==> config.mk <==
export PLATFORM = sky130hd
export DESIGN_NAME = roulette_round_sequencer_flat
export DESIGN_NICKNAME = d
export VERILOG_FILES = /design/src/rtl/roulette_round_sequencer_if.sv /design/src/rtl/roulette_round_sequencer.sv /design/src/flat_wrapper.sv
export SDC_FILE = /design/constraint.sdc
export NUM_CORES = 1
export LEC_CHECK = 0
export BUFFER_PORTS_ARGS = -buffer_cell sky130_fd_sc_hd__buf_2
export CAP_MARGIN = 20
export CORE_MARGIN = 2
export CORE_UTILIZATION = 45
export CTS_CLUSTER_SIZE = 20
export DETAILED_ROUTE_END_ITERATION = 16
export PLACE_DENSITY = 0.73
export SLEW_MARGIN = 20
export SYNTH_ARGS = -nofsm -noshare
export SYNTH_HDL_FRONTEND = slang
export SYNTH_SLANG_ARGS = --single-unit
==> constraint.sdc <==
create_clock -name clock -period 8.2 [get_ports clock]
set_clock_uncertainty 0.1 [all_clocks]
set_input_delay 0.41 -clock clock [delete_from_list [all_inputs] [get_ports clock]]
set_output_delay 0.41 -clock clock [all_outputs]
set_load 0.02 [all_outputs]
==> src/rtl/roulette_round_sequencer_if.sv <==
// Bus between the PS/2/Arduino bet front end, the processor spin handshake and
// the round sequencer. The sequencer attaches through the slave modport.
interface roulette_round_sequencer_if;
  logic       key_valid;
  logic [5:0] bet_opcode;
  logic [2:0] color;
  logic       spin_done;
  logic [5:0] result_number;
  logic       bet_we;
  logic [3:0] bet_slot;
  logic [7:0] bet_data;
  logic [3:0] bet_count;
  logic       spin_req;
  logic       bets_clear;
  logic [5:0] win_number;
  logic [1:0] phase;
  logic       timeout_err;

  modport master (
    output key_valid, bet_opcode, color, spin_done, result_number,
    input  bet_we, bet_slot, bet_data, bet_count, spin_req, bets_clear,
           win_number, phase, timeout_err
  );

  modport slave (
    input  key_valid, bet_opcode, color, spin_done, result_number,
    output bet_we, bet_slot, bet_data, bet_count, spin_req, bets_clear,
           win_number, phase, timeout_err
  );
endinterface

==> src/rtl/roulette_round_sequencer.sv <==
// Round FSM owning bet slots, spin request, result hold and slot clearing.
// Optional SPIN watchdog enabled by defining ROUND_TIMEOUT_EN.
module roulette_round_sequencer #(
  parameter int         MAX_BETS     = 12,
  parameter logic [5:0] OPC_SPIN     = 6'b111110,
  parameter logic [5:0] OPC_CLEAR    = 6'b111111,
  parameter int         HOLD_CYCLES  = 100_000_000,
  parameter int         SPIN_TIMEOUT = 200_000_000
) (
  input logic                          clock,
  input logic                          reset,
  roulette_round_sequencer_if.slave    bus
);

  localparam logic [1:0] ST_BET    = 2'd0;
  localparam logic [1:0] ST_SPIN   = 2'd1;
  localparam logic [1:0] ST_RESULT = 2'd2;
  localparam logic [1:0] ST_CLEAR  = 2'd3;

  localparam int HOLD_W = (HOLD_CYCLES > 1) ? $clog2(HOLD_CYCLES) : 1;
  // RESULT lasts exactly HOLD_CYCLES cycles, so the counter runs HOLD_CYCLES-1 .. 0.
  localparam logic [HOLD_W-1:0] HOLD_LOAD = HOLD_W'(HOLD_CYCLES - 1);

  if (MAX_BETS < 1 || MAX_BETS > 15 || HOLD_CYCLES < 1 || SPIN_TIMEOUT < 1) begin : g_bad_cfg
    $error("roulette_round_sequencer: illegal parameter combination");
  end

  logic [1:0]        state_q, state_d;
  logic [3:0]        count_q, count_d;
  logic              we_q, we_d;
  logic [3:0]        slot_q, slot_d;
  logic [7:0]        data_q, data_d;
  logic [5:0]        win_q, win_d;
  logic [HOLD_W-1:0] hold_q, hold_d;

`ifdef ROUND_TIMEOUT_EN
  localparam int WD_W = (SPIN_TIMEOUT > 1) ? $clog2(SPIN_TIMEOUT) : 1;
  localparam logic [WD_W-1:0] WD_LAST = WD_W'(SPIN_TIMEOUT - 1);
  logic [WD_W-1:0] wd_q, wd_d;
  logic            tmo_q, tmo_d;
`endif

  always_comb begin
    state_d = state_q;
    count_d = count_q;
    we_d    = 1'b0;
    slot_d  = slot_q;
    data_d  = data_q;
    win_d   = win_q;
    hold_d  = hold_q;
`ifdef ROUND_TIMEOUT_EN
    wd_d    = '0;
    tmo_d   = tmo_q;
`endif
    case (state_q)
      ST_BET: begin
        if (bus.key_valid) begin
          if (bus.bet_opcode == OPC_CLEAR) begin
            state_d = ST_CLEAR;
          end else if (bus.bet_opcode == OPC_SPIN) begin
            if (count_q != 4'd0) state_d = ST_SPIN;
          end else if (bus.color != 3'b000 && count_q < 4'(MAX_BETS)) begin
            we_d    = 1'b1;
            slot_d  = count_q;
            data_d  = {bus.color[1:0], bus.bet_opcode};
            count_d = count_q + 4'd1;
`ifdef ROUND_TIMEOUT_EN
            tmo_d   = 1'b0;
`endif
          end
        end
      end
      ST_SPIN: begin
        if (bus.spin_done) begin
          win_d   = bus.result_number;
          hold_d  = HOLD_LOAD;
          state_d = ST_RESULT;
        end
`ifdef ROUND_TIMEOUT_EN
        else if (wd_q == WD_LAST) begin
          tmo_d   = 1'b1;
          state_d = ST_CLEAR;
        end else begin
          wd_d = wd_q + 1'b1;
        end
`endif
      end
      ST_RESULT: begin
        if (hold_q == '0) state_d = ST_CLEAR;
        else              hold_d  = hold_q - 1'b1;
      end
      default: begin
        count_d = 4'd0;
        state_d = ST_BET;
      end
    endcase
  end

  always_ff @(posedge clock) begin
    if (!reset) begin
      state_q <= ST_BET;
      count_q <= 4'd0;
      we_q    <= 1'b0;
      slot_q  <= 4'd0;
      data_q  <= 8'd0;
      win_q   <= 6'd0;
      hold_q  <= '0;
`ifdef ROUND_TIMEOUT_EN
      wd_q    <= '0;
      tmo_q   <= 1'b0;
`endif
    end else begin
      state_q <= state_d;
      count_q <= count_d;
      we_q    <= we_d;
      slot_q  <= slot_d;
      data_q  <= data_d;
      win_q   <= win_d;
      hold_q  <= hold_d;
`ifdef ROUND_TIMEOUT_EN
      wd_q    <= wd_d;
      tmo_q   <= tmo_d;
`endif
    end
  end

  assign bus.bet_we     = we_q;
  assign bus.bet_slot   = slot_q;
  assign bus.bet_data   = data_q;
  assign bus.bet_count  = count_q;
  assign bus.spin_req   = (state_q == ST_SPIN);
  assign bus.bets_clear = (state_q == ST_CLEAR);
  assign bus.win_number = win_q;
  assign bus.phase      = state_q;
`ifdef ROUND_TIMEOUT_EN
  assign bus.timeout_err = tmo_q;
`else
  assign bus.timeout_err = 1'b0;
`endif

endmodule

==> src/flat_wrapper.sv <==
// flat-port wrapper written by rule: the top's interface ports become plain ports
module roulette_round_sequencer_flat 
#(
  parameter int         MAX_BETS     = 12,
  parameter logic [5:0] OPC_SPIN     = 6'b111110,
  parameter logic [5:0] OPC_CLEAR    = 6'b111111,
  parameter int         HOLD_CYCLES  = 100_000_000,
  parameter int         SPIN_TIMEOUT = 200_000_000
)
  (clock, reset, bus_key_valid, bus_bet_opcode, bus_color, bus_spin_done, bus_result_number, bus_bet_we, bus_bet_slot, bus_bet_data, bus_bet_count, bus_spin_req, bus_bets_clear, bus_win_number, bus_phase, bus_timeout_err);
  roulette_round_sequencer_if bus_i ();
  input logic clock;
  input logic reset;
  input wire logic [$bits(bus_i.key_valid)-1:0] bus_key_valid;
  input wire logic [$bits(bus_i.bet_opcode)-1:0] bus_bet_opcode;
  input wire logic [$bits(bus_i.color)-1:0] bus_color;
  input wire logic [$bits(bus_i.spin_done)-1:0] bus_spin_done;
  input wire logic [$bits(bus_i.result_number)-1:0] bus_result_number;
  output wire logic [$bits(bus_i.bet_we)-1:0] bus_bet_we;
  output wire logic [$bits(bus_i.bet_slot)-1:0] bus_bet_slot;
  output wire logic [$bits(bus_i.bet_data)-1:0] bus_bet_data;
  output wire logic [$bits(bus_i.bet_count)-1:0] bus_bet_count;
  output wire logic [$bits(bus_i.spin_req)-1:0] bus_spin_req;
  output wire logic [$bits(bus_i.bets_clear)-1:0] bus_bets_clear;
  output wire logic [$bits(bus_i.win_number)-1:0] bus_win_number;
  output wire logic [$bits(bus_i.phase)-1:0] bus_phase;
  output wire logic [$bits(bus_i.timeout_err)-1:0] bus_timeout_err;
  assign bus_i.key_valid = bus_key_valid;
  assign bus_i.bet_opcode = bus_bet_opcode;
  assign bus_i.color = bus_color;
  assign bus_i.spin_done = bus_spin_done;
  assign bus_i.result_number = bus_result_number;
  assign bus_bet_we = bus_i.bet_we;
  assign bus_bet_slot = bus_i.bet_slot;
  assign bus_bet_data = bus_i.bet_data;
  assign bus_bet_count = bus_i.bet_count;
  assign bus_spin_req = bus_i.spin_req;
  assign bus_bets_clear = bus_i.bets_clear;
  assign bus_win_number = bus_i.win_number;
  assign bus_phase = bus_i.phase;
  assign bus_timeout_err = bus_i.timeout_err;
  roulette_round_sequencer #(.MAX_BETS(MAX_BETS), .OPC_SPIN(OPC_SPIN), .OPC_CLEAR(OPC_CLEAR), .HOLD_CYCLES(HOLD_CYCLES), .SPIN_TIMEOUT(SPIN_TIMEOUT)) u_core (.clock(clock), .reset(reset), .bus(bus_i));
endmodule
After elaboration in Yosys (flattened, before gate mapping)
Index checks and enable logic that the tools add are counted.
{"block": "word_totals", "word_cells": 59, "output_inout_bits": 28, "input_bits": 19, "regBits": 52}
{"block": "op_classes", "n_bitwise": 6, "muxes": 16, "reduce_logical": 13, "n_eq_ne": 14, "addsub": 2, "n_lt_le_gt_ge": 1}
{"cell": "27-bit 2-to-1 mux", "count": 2}
{"cell": "27-bit one-hot mux with 2 select lines", "count": 1}
{"cell": "27-bit zero test", "count": 1}
{"cell": "27-bit by 1-bit subtractor with 27-bit output, second input constant", "count": 1}
{"cell": "4-bit 2-to-1 mux", "count": 4}
{"cell": "5-bit AND reduction", "count": 3}
{"cell": "6-bit equality test, second input constant", "count": 2}
{"cell": "2-bit 2-to-1 mux", "count": 6}
{"cell": "2-bit inequality test, second input constant", "count": 5}
{"cell": "4-bit one-hot mux with 2 select lines", "count": 1}
{"cell": "3-bit by 1-bit inequality test with 1-bit output, second input constant", "count": 2}
{"cell": "1-bit inverter", "count": 6}
{"cell": "2-bit one-hot mux with 3 select lines", "count": 1}
{"cell": "5-bit OR reduction", "count": 1}
{"cell": "4-bit by 1-bit adder with 4-bit output, second input constant", "count": 1}
{"cell": "2-bit equality test, second input constant", "count": 2}
{"cell": "4-bit < comparator, second input constant", "count": 1}
{"cell": "2-bit by 1-bit inequality test with 1-bit output, second input constant", "count": 2}
{"cell": "4-bit nonzero test", "count": 1}
{"cell": "3-bit AND reduction", "count": 1}
{"cell": "3-bit nonzero test", "count": 1}
{"cell": "2-bit by 1-bit equality test with 1-bit output, second input constant", "count": 1}
{"cell": "2-bit zero test", "count": 1}
{"cell": "2-bit AND reduction", "count": 1}
{"cell": "other kinds (4)", "count": 4}

Logic depth before layout (Yosys ltp)
Gate-level depths: netlist of run 1.
{"block": "depth", "ltp_word": 7, "depth_mapped": 10, "mapped_depth_nobuf": 7}

Worst setup path after synthesis of run 1
Ideal clock, no wire load.
{"block": "synth_path", "path_type": "reg-to-reg", "startpoint": "reg u_core.hold_q[0]", "endpoint": "reg u_core.hold_q[23]", "path_stages_with_launch": 11, "period_less_slack_ns": 2.665, "arrival_time_ns": 2.445, "required_ns": 7.980, "setup_ns": 0.120, "n_path_buf": 3, "slack_ns": 5.535, "path_cell_list": "dfxtp_1 -> inv_1 -> ha_1 -> or4b_1 -> buf_2 -> or4_1 -> clkbuf_1 -> o21ai_1 -> buf_2 -> nor4_1 -> o31a_1"}
{"block": "synth_between", "elab_chain_cells": 3, "elab_cells_between_ends": 6, "classes_between": "1 x add/sub; 1 x eq/ne; 2 x mux; 2 x reduce/logical"}
{"item": "start: declaration", "line_no": "roulette_round_sequencer.sv:34", "source": "logic [HOLD_W-1:0] hold_q, hold_d;"}
{"item": "start signal: assignment", "line_no": "roulette_round_sequencer.sv:119", "source": "hold_q <= hold_d;"}
{"item": "27-bit by 1-bit subtractor with 27-bit output or 27-bit zero test (tied branches)", "line_no": "roulette_round_sequencer.sv:90, roulette_round_sequencer.sv:89"}
{"item": "27-bit 2-to-1 mux or 2-bit inequality test (tied branches)"}
{"item": "27-bit one-hot mux with 2 select lines or 3-bit AND reduction (tied branches)"}
Parallel ways exist; a longest one is shown, timed or not. The select of a mux whose other input is x is not followed.
A chain may end at the register's enable or synchronous reset.

Final worst setup path of run 1
Same ends and word-level chain as after synthesis.

==> out/qor.txt, run 1 <==
switch share -> 45.3%
Max Fclk -> 346 MHz
ys async rst share -> 0%
net switching power -> 538 µW
area delta synth->final -> 13.3%
top post-synthesis cells by count -> dfxtp_1, nor2_1, a21oi_1
max-cap violations -> 0
vias in the first global route -> 1996
crit share post-route -> 35.2%
clk_lat worst skew -> 310 ps
IO Port Bufs -> 45
DP HPWL -> 3.83 mm
Vias -> 2200
synth unique cells -> 48
crit path time final -> 2890 ps
cts repair resizes -> 0
Area contributors post-synth -> dfxtp_1, mux2i_1, o31a_1
CTS tree -> done
Total Routing Usage GR -> 18.2%
initial core utilization -> 46.3%
EDFF count, synth -> 0
RSZ-0062 raised after global routing -> false
Hold Crit Depth -> 3
power share of the sequential group -> 32.4%
PD cells -> 414 mW/mm²
final wirelength -> 5.42 mm
Ys Warns -> 0
cts hold-fix bufs -> 0
FF-to-FF setup slack -> 5310 ps
first-pass detailed-route iteration total -> 4
Setup TNS -> 0 ps
syn_area_per_cell -> 8.91 µm²
die area -> 0.00624 mm²
crit path DAT -> 2990 ps
number of buffers created by CTS -> 5
area share of the largest cell type after synthesis -> 41.1%
setup violators final -> 0
Post-DRT Antenna Nets -> 0
Critical R2R Capture -> u_core.hold_q[23]$_SDFFE_PN0P_
global-route wire length before repair -> 9.29 mm
Internal -> 650 µW
gp weighted congestion -> 0.819
core box area -> 0.00547 mm²
I/O pin cnt -> 47
Synth Register Bits -> 52
Hold Path Origin -> bus_result_number[1]
CTS Root Cell -> clkbuf_8
status -> finished clean
Critical Path Fanout Max -> 21
Hold/Removal Path Class -> primary input to flip-flop
Critical Path End Type -> flip-flop
antenna violations before repair -> 0
row cnt -> 27
via/cell ratio -> 5.61
Mapped Cells -> 284
htree depth -> 2
Peak supply drop -> 0.178 mV
diode count -> 0
final hold violation count -> 0
clock share of power -> 12.7%
Worst Path Required -> 8310 ps
Mapped Area -> 0.00253 mm²
clk sinks -> 52
largest net degree at the start of global routing -> 27
Synthesized Nets -> 310
Routed WL per cell -> 13.8 µm
LEAKAGE -> 1.19 nW
leading area contributor after synthesis -> dfxtp_1
CP Class -> flip-flop to flip-flop
Most used DFF post-synth -> dfxtp_1
CTS clk-pin slew, worst paths -> 90 ps
sequential-to-total area share from yosys stat -> 41.1%
Hold EP -> u_core.bus.win_number[1]$_SDFFE_PN0P_
Post-CTS Setup Inserts -> 0
count leader, synth -> dfxtp_1
final net count -> 345
Design Power -> 1.19 mW
reg2reg start -> u_core.hold_q[0]$_SDFFE_PN0P_
die height -> 79 µm
max_slew headroom -> 31.0%
max-slew violations -> 0
worst slew pin tran -> 1020 ps
CTS Buffer Depth -> 2
worst-case reg-to-reg path depth -> 8
layout cells sized above 1 -> 18.4%
Iteration-0 DRC Markers -> 129
Comb pwr share -> 54.9%
Residual DRC -> 0
critical path launch point type -> flip-flop
grt ovf -> 0
die extent in x -> 79 µm
-- worst max-delay path by stage --
| stage | from | endpoint | slack (ps) | cells past startpoint |
|---|---|---|---|---|
| final | u_core.hold_q[0]$_SDFFE_PN0P_ | u_core.hold_q[23]$_SDFFE_PN0P_ | 5310 | 8 |
| after global routing | u_core.hold_q[0]$_SDFFE_PN0P_ | u_core.hold_q[13]$_SDFFE_PN0P_ | 5170 | 8 |
| after CTS | u_core.hold_q[0]$_SDFFE_PN0P_ | u_core.hold_q[23]$_SDFFE_PN0P_ | 5310 | 8 |
| after detailed placement | u_core.hold_q[0]$_SDFFE_PN0P_ | u_core.hold_q[23]$_SDFFE_PN0P_ | 5340 | 8 |
| after global placement | u_core.hold_q[0]$_SDFFE_PN0P_ | u_core.hold_q[23]$_SDFFE_PN0P_ | 5430 | 8 |
| after floorplan | u_core.hold_q[0]$_SDFFE_PN0P_ | u_core.hold_q[23]$_SDFFE_PN0P_ | 5540 | 10 |
-- worst max-delay path: stages (launching register included) --
cell     delay (ps)
dfxtp_1         330
inv_1           100
ha_1            180
or4b_1          600
or4_1           670
o21ai_1         190
buf_4           260
nor4_1           90
o31a_1          270
-- stage by stage --
stage / hold slack [ps] / std cells / utilization [%] / cell area [µm²] / setup WS, ps
floorplan: 352 / 284 / - / 2530 / 5540
global placement: 340 / 384 / 50.7 / 2780 / 5430
detailed placement: 347 / 384 / 50.7 / 2780 / 5340
CTS: 238 / 392 / 52.4 / 2870 / 5310
global route: 248 / 392 / 52.4 / 2870 / 5170
finish: 250 / 392 / 52.4 / 2870 / 5310
-- cell type report --
| class | instances | area, µm² |
|---|---|---|
| fillers | 510 | 2600 |
| flip-flops and latches | 52 | 1040 |
| well taps | 72 | 90.1 |
| repair buffers | 46 | 233 |
| multi-input cells | 205 | 1380 |
| inverters | 9 | 33.8 |
| clock buffers | 8 | 90.1 |
-- kinds of logic after synthesis --
kind of cell    after synthesis  synth area share (%)
xor+xnor                     10                  3.46
other cells                   1                 0.148
compound gates               71                  18.9
flops                        52                  41.1
simple gates                102                  22.9
fa+ha+maj                     7                  3.46
buf+inv                      27                  4.40
mux                          14                  5.54
-- power groups by stage --
| stage | registers [mW] | clock network [mW] | logic, mW |
|---|---|---|---|
| 3_3_place_gp | 0.388 | 0 | 0.633 |
| 3_5_place_dp | 0.390 | 0 | 0.644 |
| 4_1_cts | 0.384 | 0.159 | 0.649 |
| 5_1_grt | 0.397 | 0.166 | 0.728 |
| 6_report | 0.385 | 0.151 | 0.652 |
| 2_1_floorplan | 0.395 | 0 | 0.537 |
-- registers in the layout, summed over array words and instances (netlist names) --
signal / cells
u_core.hold_q: 27
u_core.bus.phase: 2
u_core.bus.bet_slot: 4
u_core.bus.bet_we: 1
u_core.bus.win_number: 6
u_core.bus.bet_data: 8
u_core.bus.bet_count: 4
-- placed cells by master, fill, tap and decap left out, types with 2 or more instances in the layout --
cell and instances:
xor2_1 2, nand2_1 10, a21boi_1 2, nand4_1 6, or3_1 8, a211oi_1 2, nand2b_1 2, nor3_1 9
clkbuf_1 2, or4b_1 5, nand3_1 8, o31a_1 13, o21ai_1 4, or2_1 2, or4_1 9, nor2_1 25
dfxtp_1 52, o31ai_1 4, a21oi_1 19, o211ai_1 3, clkbuf_8 6, buf_2 45, nor2b_1 2, xnor2_1 8
nor4_1 6, o21ai_0 9, o21a_1 10, ha_1 7, mux2i_1 14, inv_1 7
-- per-layer routing --
layer  share of wire (%)  wire length [µm]  GRT usage, %  vias up
met5                   0                 0             0        -
met4                0.96                52          5.17        0
li1                    -                 -             -     1115
met3                 4.8               260          4.32        5
met1                  48              2620          24.2     1024
met2                  46              2490          29.5       56
No activity file was read; power rests on OpenSTA's default activity.
==> run 2, diff against run 1 <==
--- a/config.mk
+++ b/config.mk
@@ -11,7 +11,7 @@
 export CORE_UTILIZATION = 45
 export CTS_CLUSTER_SIZE = 20
 export DETAILED_ROUTE_END_ITERATION = 16
-export PLACE_DENSITY = 0.73
+export PLACE_DENSITY = 0.75
 export SLEW_MARGIN = 20
 export SYNTH_ARGS = -nofsm -noshare
 export SYNTH_HDL_FRONTEND = slang
==> constraint.sdc (replaced) <==
create_clock -name clock -period 2.4 [get_ports clock]
set_clock_uncertainty 0.1 [all_clocks]
set_input_delay 0.12 -clock clock [delete_from_list [all_inputs] [get_ports clock]]
set_output_delay 0.12 -clock clock [all_outputs]
set_load 0.02 [all_outputs]
==> run 2 against run 1 <==
The run now ends with setup timing left. Power rose to 4.6 times the previous value. Die area unchanged. Sequential share of layout area down 6.4 points. Register-to-register slack worse by 5300 ps. Combinational power rose to 5.4 times the previous value. Worst hold slack worse by 200 ps. Critical endpoint is now u_core.hold_q[14]$_SDFFE_PN0P_.
==> out/qor.txt, run 2 (synthesized netlist as in run 1, its figures left out) <==
status -> complete, but fails checks (was finished clean)
failing checks -> setup timing
storage element area -> 0.00105 mm² (was 0.00104 mm²)
final hold violation count -> 0 (unchanged)
Critical Path End Type -> flip-flop (unchanged)
clk_lat worst skew -> 310 ps (about the same)
first-pass detailed-route iteration total -> 4 (unchanged)
gp weighted congestion -> 0.897 (was 0.819)
global-route wire length before repair -> 10.6 mm (was 9.29 mm)
die height -> 79 µm (unchanged)
number of buffers created by CTS -> 5 (unchanged)
grt ovf -> 0 (unchanged)
largest net degree at the start of global routing -> 27 (unchanged)
CTS clk-pin slew, worst paths -> 100 ps (was 90 ps)
CP Class -> flip-flop to flip-flop (unchanged)
Vias -> 2441 (was 2200)
final wirelength -> 6.52 mm (was 5.42 mm)
LEAKAGE -> 1.51 nW (was 1.19 nW)
CTS Buffer Depth -> 2 (unchanged)
via/cell ratio -> 5.45 (was 5.61)
crit path DAT -> 2520 ps (was 2990 ps)
die area -> 0.00624 mm² (unchanged)
layout cells sized above 1 -> 34.3% (was 18.4%)
Design Power -> 5.50 mW (was 1.19 mW)
Max Fclk -> 414 MHz (was 346 MHz)
diode count -> 0 (unchanged)
worst slew pin tran -> 696 ps (was 1020 ps)
die extent in x -> 79 µm (unchanged)
pre-CTS setup slack -> -112 ps (was 5340 ps)
FILL cells -> 448 (was 510)
post-place instance area -> 0.00307 mm² (was 0.00278 mm²)
Residual DRC -> 0 (unchanged)
vias in the first global route -> 2363 (was 1996)
setup violators final -> 3 (was 0)
initial core utilization -> 46.3% (unchanged)
Util after Layout -> 64.0% (was 52.4%)
commonest non-fill, non-tap cell in the layout -> dfxtp_1 (unchanged)
Largest Register -> u_core.hold_q (unchanged)
critical path launch point type -> flip-flop (unchanged)
Critical Path Fanout Max -> 8 (was 21)
final instance area -> 0.00350 mm² (was 0.00287 mm²)
Setup WS post-layout -> -16.6 ps (was 5310 ps)
Worst Path Required -> 2510 ps (was 8310 ps)
crit path time final -> 2420 ps (was 2890 ps)
row cnt -> 27 (unchanged)
most frequent cells in the layout -> dfxtp_1, buf_2, buf_4, nor2_1, a21oi_1 (was dfxtp_1, buf_2, nor2_1, a21oi_1, mux2i_1)
Total Routing Usage GR -> 20.9% (was 18.2%)
I/O pin cnt -> 47 (unchanged)
Hold/Removal Path Class -> primary input to flip-flop (unchanged)
antenna violations before repair -> 0 (unchanged)
PD cells -> 1570 mW/mm² (was 414 mW/mm²)
htree depth -> 2 (unchanged)
RSZ-0062 raised after global routing -> true (was false)
area delta synth->final -> 38.4% (was 13.3%)
CTS Root Cell -> clkbuf_8 (unchanged)
Post-DRT Antenna Nets -> 0 (unchanged)
clk sinks -> 52 (unchanged)
area of the multi-input gates -> 0.00150 mm² (was 0.00138 mm²)
max-cap violations -> 0 (unchanged)
max_slew headroom -> 53.5% (was 31.0%)
Iteration-0 DRC Markers -> 97 (was 129)
max reg flops -> 27 (unchanged)
Peak supply drop -> 0.931 mV (was 0.178 mV)
Hold WS -> 54.1 ps (was 250 ps)
CTS tree -> done (unchanged)
final net count -> 401 (was 345)
core box area -> 0.00547 mm² (unchanged)
max-slew violations -> 0 (unchanged)
DP HPWL -> 4.22 mm (was 3.83 mm)
IO Port Bufs -> 45 (unchanged)
Routed WL per cell -> 14.6 µm (was 13.8 µm)
crit share post-route -> 101% (was 35.2%)
run 2: changes by cell type in the layout (fill, tap and decap cells not counted), moves of 4 or more:
cell,before,now
buf_4,1,37
buf_6,0,5
dfxtp_1,52,48
dfxtp_2,0,4
dlygate4sd3_1,0,14
or4_1,9,5
or4_4,1,5
run 2: timing repair:
| item | 4_1_cts | 5_1_grt |
|---|---|---|
| gates resized for setup | 7 | 16 |
| hold endpoints to repair | 14 | 0 |
| setup buffers | 4 | 4 |
| hold buffers | 14 | 0 |
| endpoints found under the setup margin | 15 | 17 |
| pin swaps | 5 | 6 |
| gates cloned | 0 | 2 |
run 2: cell type report:
class / count / share of cell area, %
multi-input combinational: 205 / 42.9
timing repair buffer: 102 / 20.1
clock inverter: 1 / 0.857
sequential: 52 / 29.9
tap: 72 / 2.57
clock buffer: 7 / 2.75
inverter: 9 / 0.964
run 2: layer usage:
layer | GRT usage [%] | up-vias | part of all wire (%)
li1 | - | 1226 | -
met1 | 25.3 | 1162 | 43
met2 | 37.2 | 45 | 52
met3 | 4.66 | 8 | 4.2
met4 | 5.86 | 0 | 1.2
met5 | 0 | - | 0
run 2: worst paths after layout:
path | start | endpoint | slack [ps] | cells past startpoint
worst min register to register | u_core.bus.win_number[3]$_SDFFE_PN0P_ | u_core.bus.win_number[3]$_SDFFE_PN0P_ | 360 | 2
worst max register to register | u_core.hold_q[11]$_SDFFE_PN0P_ | u_core.hold_q[14]$_SDFFE_PN0P_ | -20 | 6
worst max-delay path | u_core.hold_q[11]$_SDFFE_PN0P_ | u_core.hold_q[14]$_SDFFE_PN0P_ | -20 | 6
worst min-delay path | bus_spin_done | u_core.bus.win_number[0]$_SDFFE_PN0P_ | 50 | 3
run 2: report_power, final:
| group | leakage, nW | switching (mW) | internal [mW] | total, mW |
|---|---|---|---|---|
| Combinational | 1.02 | 1.78 | 1.77 | 3.55 |
| Clock | 0.0645 | 0.292 | 0.368 | 0.661 |
| Sequential | 0.424 | 0.197 | 1.10 | 1.29 |
run 2: critical path, stage by stage, from the launching register on:
cell	delay (ps)
dfxtp_2	340
or4_4	560
or2_4	280
buf_4	170
or3_1	330
o31a_1	260
o31a_1	280
run 2: through the flow:
step / std cells / setup TNS [ps]
after CTS: 442 / 0
after global routing: 448 / -867
after global placement: 416 / -156
after detailed placement: 416 / -676
after floorplan: 284 / -1030
final: 448 / -28.6
==> run 3, diff against run 2 <==
--- a/config.mk
+++ b/config.mk
@@ -11,7 +11,8 @@
 export CORE_UTILIZATION = 45
 export CTS_CLUSTER_SIZE = 20
 export DETAILED_ROUTE_END_ITERATION = 16
-export PLACE_DENSITY = 0.75
+export HOLD_SLACK_MARGIN = 0.03
+export PLACE_DENSITY_LB_ADDON = 0.3
 export SLEW_MARGIN = 20
 export SYNTH_ARGS = -nofsm -noshare
 export SYNTH_HDL_FRONTEND = slang
==> run 3 against run 2 <==
Register-to-register slack better by 30 ps. Design area down 1.1%. The flow now finishes without violations. Setup slack better by 33 ps. Largest power group unchanged. Worst hold slack worse by 4.0 ps. Critical path depth up 2. First-iteration DRC count down 20%.
==> out/qor.txt, run 3 (synthesized netlist as in run 1, its figures left out) <==
status -> finished clean (was complete, but fails checks)
pre-CTS setup slack -> -91.6 ps (was -112 ps)
Routed WL per cell -> 14.4 µm (was 14.6 µm)
CTS tree -> done (unchanged)
die height -> 79 µm (unchanged)
I/O pin cnt -> 47 (unchanged)
PD cells -> 1610 mW/mm² (was 1570 mW/mm²)
gp weighted congestion -> 0.808 (was 0.897)
Largest Register -> u_core.hold_q (unchanged)
Post-DRT Antenna Nets -> 0 (unchanged)
power share of the sequential group -> 23.0% (was 23.5%)
max-cap violations -> 0 (unchanged)
Comb pwr share -> 65.1% (was 64.5%)
row cnt -> 27 (unchanged)
die area -> 0.00624 mm² (unchanged)
Worst Path Required -> 2510 ps (about the same)
CTS clk-pin slew, worst paths -> 100 ps (about the same)
commonest non-fill, non-tap cell in the layout -> dfxtp_1 (unchanged)
crit path DAT -> 2490 ps (was 2520 ps)
setup violators final -> 0 (was 3)
Critical Path End Type -> flip-flop (unchanged)
max reg flops -> 27 (unchanged)
clk_lat worst skew -> 310 ps (about the same)
most frequent cells in the layout -> dfxtp_1, buf_2, buf_4, nor2_1, a21oi_1 (unchanged)
max-slew violations -> 0 (unchanged)
Total Routing Usage GR -> 20.9% (about the same)
switch share -> 41.4% (was 41.2%)
vias in the first global route -> 2378 (was 2363)
global-route wire length before repair -> 10.6 mm (about the same)
clock share of power -> 11.9% (was 12.0%)
FILL cells -> 480 (was 448)
CP Class -> flip-flop to flip-flop (unchanged)
Internal -> 3.26 mW (was 3.24 mW)
grt ovf -> 0 (unchanged)
RSZ-0062 raised after global routing -> true (unchanged)
Residual DRC -> 0 (unchanged)
Max Fclk -> 420 MHz (was 414 MHz)
clk sinks -> 52 (unchanged)
CTS Root Cell -> clkbuf_8 (unchanged)
core box area -> 0.00547 mm² (unchanged)
DP HPWL -> 4.38 mm (was 4.22 mm)
CTS Buffer Depth -> 2 (unchanged)
first-pass detailed-route iteration total -> 4 (unchanged)
post-place instance area -> 0.00311 mm² (was 0.00307 mm²)
crit share post-route -> 99.3% (was 101%)
worst-case reg-to-reg path depth -> 8 (was 6)
final hold violation count -> 0 (unchanged)
Hold Crit Depth -> 3 (unchanged)
diode count -> 0 (unchanged)
antenna violations before repair -> 0 (unchanged)
worst slew pin tran -> 750 ps (was 696 ps)
Critical Path Fanout Max -> 4 (was 8)
LEAKAGE -> 1.48 nW (was 1.51 nW)
number of buffers created by CTS -> 5 (unchanged)
initial core utilization -> 46.3% (unchanged)
Vias -> 2410 (was 2441)
Hold/Removal Path Class -> primary input to flip-flop (unchanged)
htree depth -> 2 (unchanged)
critical path launch point type -> flip-flop (unchanged)
Iteration-0 DRC Markers -> 78 (was 97)
IO Port Bufs -> 45 (unchanged)
max_slew headroom -> 50.0% (was 53.5%)
final wirelength -> 6.38 mm (was 6.52 mm)
Peak supply drop -> 0.880 mV (was 0.931 mV)
final instance area -> 0.00346 mm² (was 0.00350 mm²)
crit path time final -> 2380 ps (was 2420 ps)
largest net degree at the start of global routing -> 23 (was 27)
die extent in x -> 79 µm (unchanged)
final net count -> 395 (was 401)
net switching power -> 2.31 mW (was 2.26 mW)
via/cell ratio -> 5.45 (about the same)
Setup WS post-layout -> 16.3 ps (was -16.6 ps)
area delta synth->final -> 36.9% (was 38.4%)
Design Power -> 5.58 mW (was 5.50 mW)
layout cells sized above 1 -> 33.0% (was 34.3%)
run 3: cell count changes in the layout (fill, tap and decap cells not counted), sizes merged:
cell	delta
buf	-6
run 3: stage by stage:
step / hold WS, ps / util [%] / instances / setup TNS, ps
3_5_place_dp: 276 / 56.8 / 418 / -989
3_3_place_gp: 266 / 56.8 / 418 / -353
2_1_floorplan: 164 / - / 284 / -1030
6_report: 50.1 / 63.3 / 442 / 0
5_1_grt: 56.5 / 63.3 / 442 / -331
4_1_cts: 45.3 / 62.0 / 440 / 0
run 3: path summary, 6_finish.rpt:
| check | startpoint | endpoint | slack [ps] |
|---|---|---|---|
| worst max register to register | u_core.hold_q[1]$_SDFFE_PN0P_ | u_core.hold_q[2]$_SDFFE_PN0P_ | 20 |
| worst min register to register | u_core.bus.win_number[0]$_SDFFE_PN0P_ | u_core.bus.win_number[0]$_SDFFE_PN0P_ | 360 |
| worst max-delay path | u_core.hold_q[1]$_SDFFE_PN0P_ | u_core.hold_q[2]$_SDFFE_PN0P_ | 20 |
| worst min-delay path | bus_spin_done | u_core.bus.win_number[4]$_SDFFE_PN0P_ | 50 |
run 3: repair_timing:
| item | 4_1_cts | 5_1_grt |
|---|---|---|
| pin swaps | 0 | 4 |
| setup buffers | 0 | 2 |
| gates resized for setup | 4 | 13 |
| endpoints found under the setup margin | 23 | 21 |
| hold buffers | 14 | 0 |
| endpoints found under the hold margin | 14 | 0 |
run 3: worst max-delay path, stage by stage (launching register included):
cell and delay [ps]:
dfxtp_2 330, inv_2 70, ha_4 130, or4b_4 460
or4_4 550, buf_4 180, o211ai_1 200, xnor2_1 100
o21a_1 170
run 3: cell type report:
| cell class | instances | area [µm²] | share of cell area (%) |
|---|---|---|---|
| clock inverters | 1 | 30.0 | 0.867 |
| clock buffers | 7 | 96.3 | 2.78 |
| repair buffers | 96 | 668 | 19.3 |
| multi-input cells | 205 | 1500 | 43.4 |
| flip-flops and latches | 52 | 1040 | 30.1 |
| inverters | 9 | 33.8 | 0.975 |
| well taps | 72 | 90.1 | 2.60 |
run 3: power groups by stage:
stage                     registers [mW]  clock network (mW)  logic (mW)
final                               1.28               0.663        3.63
after global routing                1.31               0.706        3.94
after CTS                           1.28               0.672        3.33
after detailed placement            1.29                   0        3.09
after global placement              1.29                   0        3.05
after floorplan                     1.36                   0        2.17
run 3: metal layers:
metal | global-route usage [%] | share of wire, % | vias to the layer above
met5 | 0 | 0 | -
met4 | 8.28 | 1.8 | 0
met3 | 4.66 | 4.1 | 14
met2 | 36.4 | 49 | 45
met1 | 25.0 | 45 | 1140
li1 | - | - | 1211
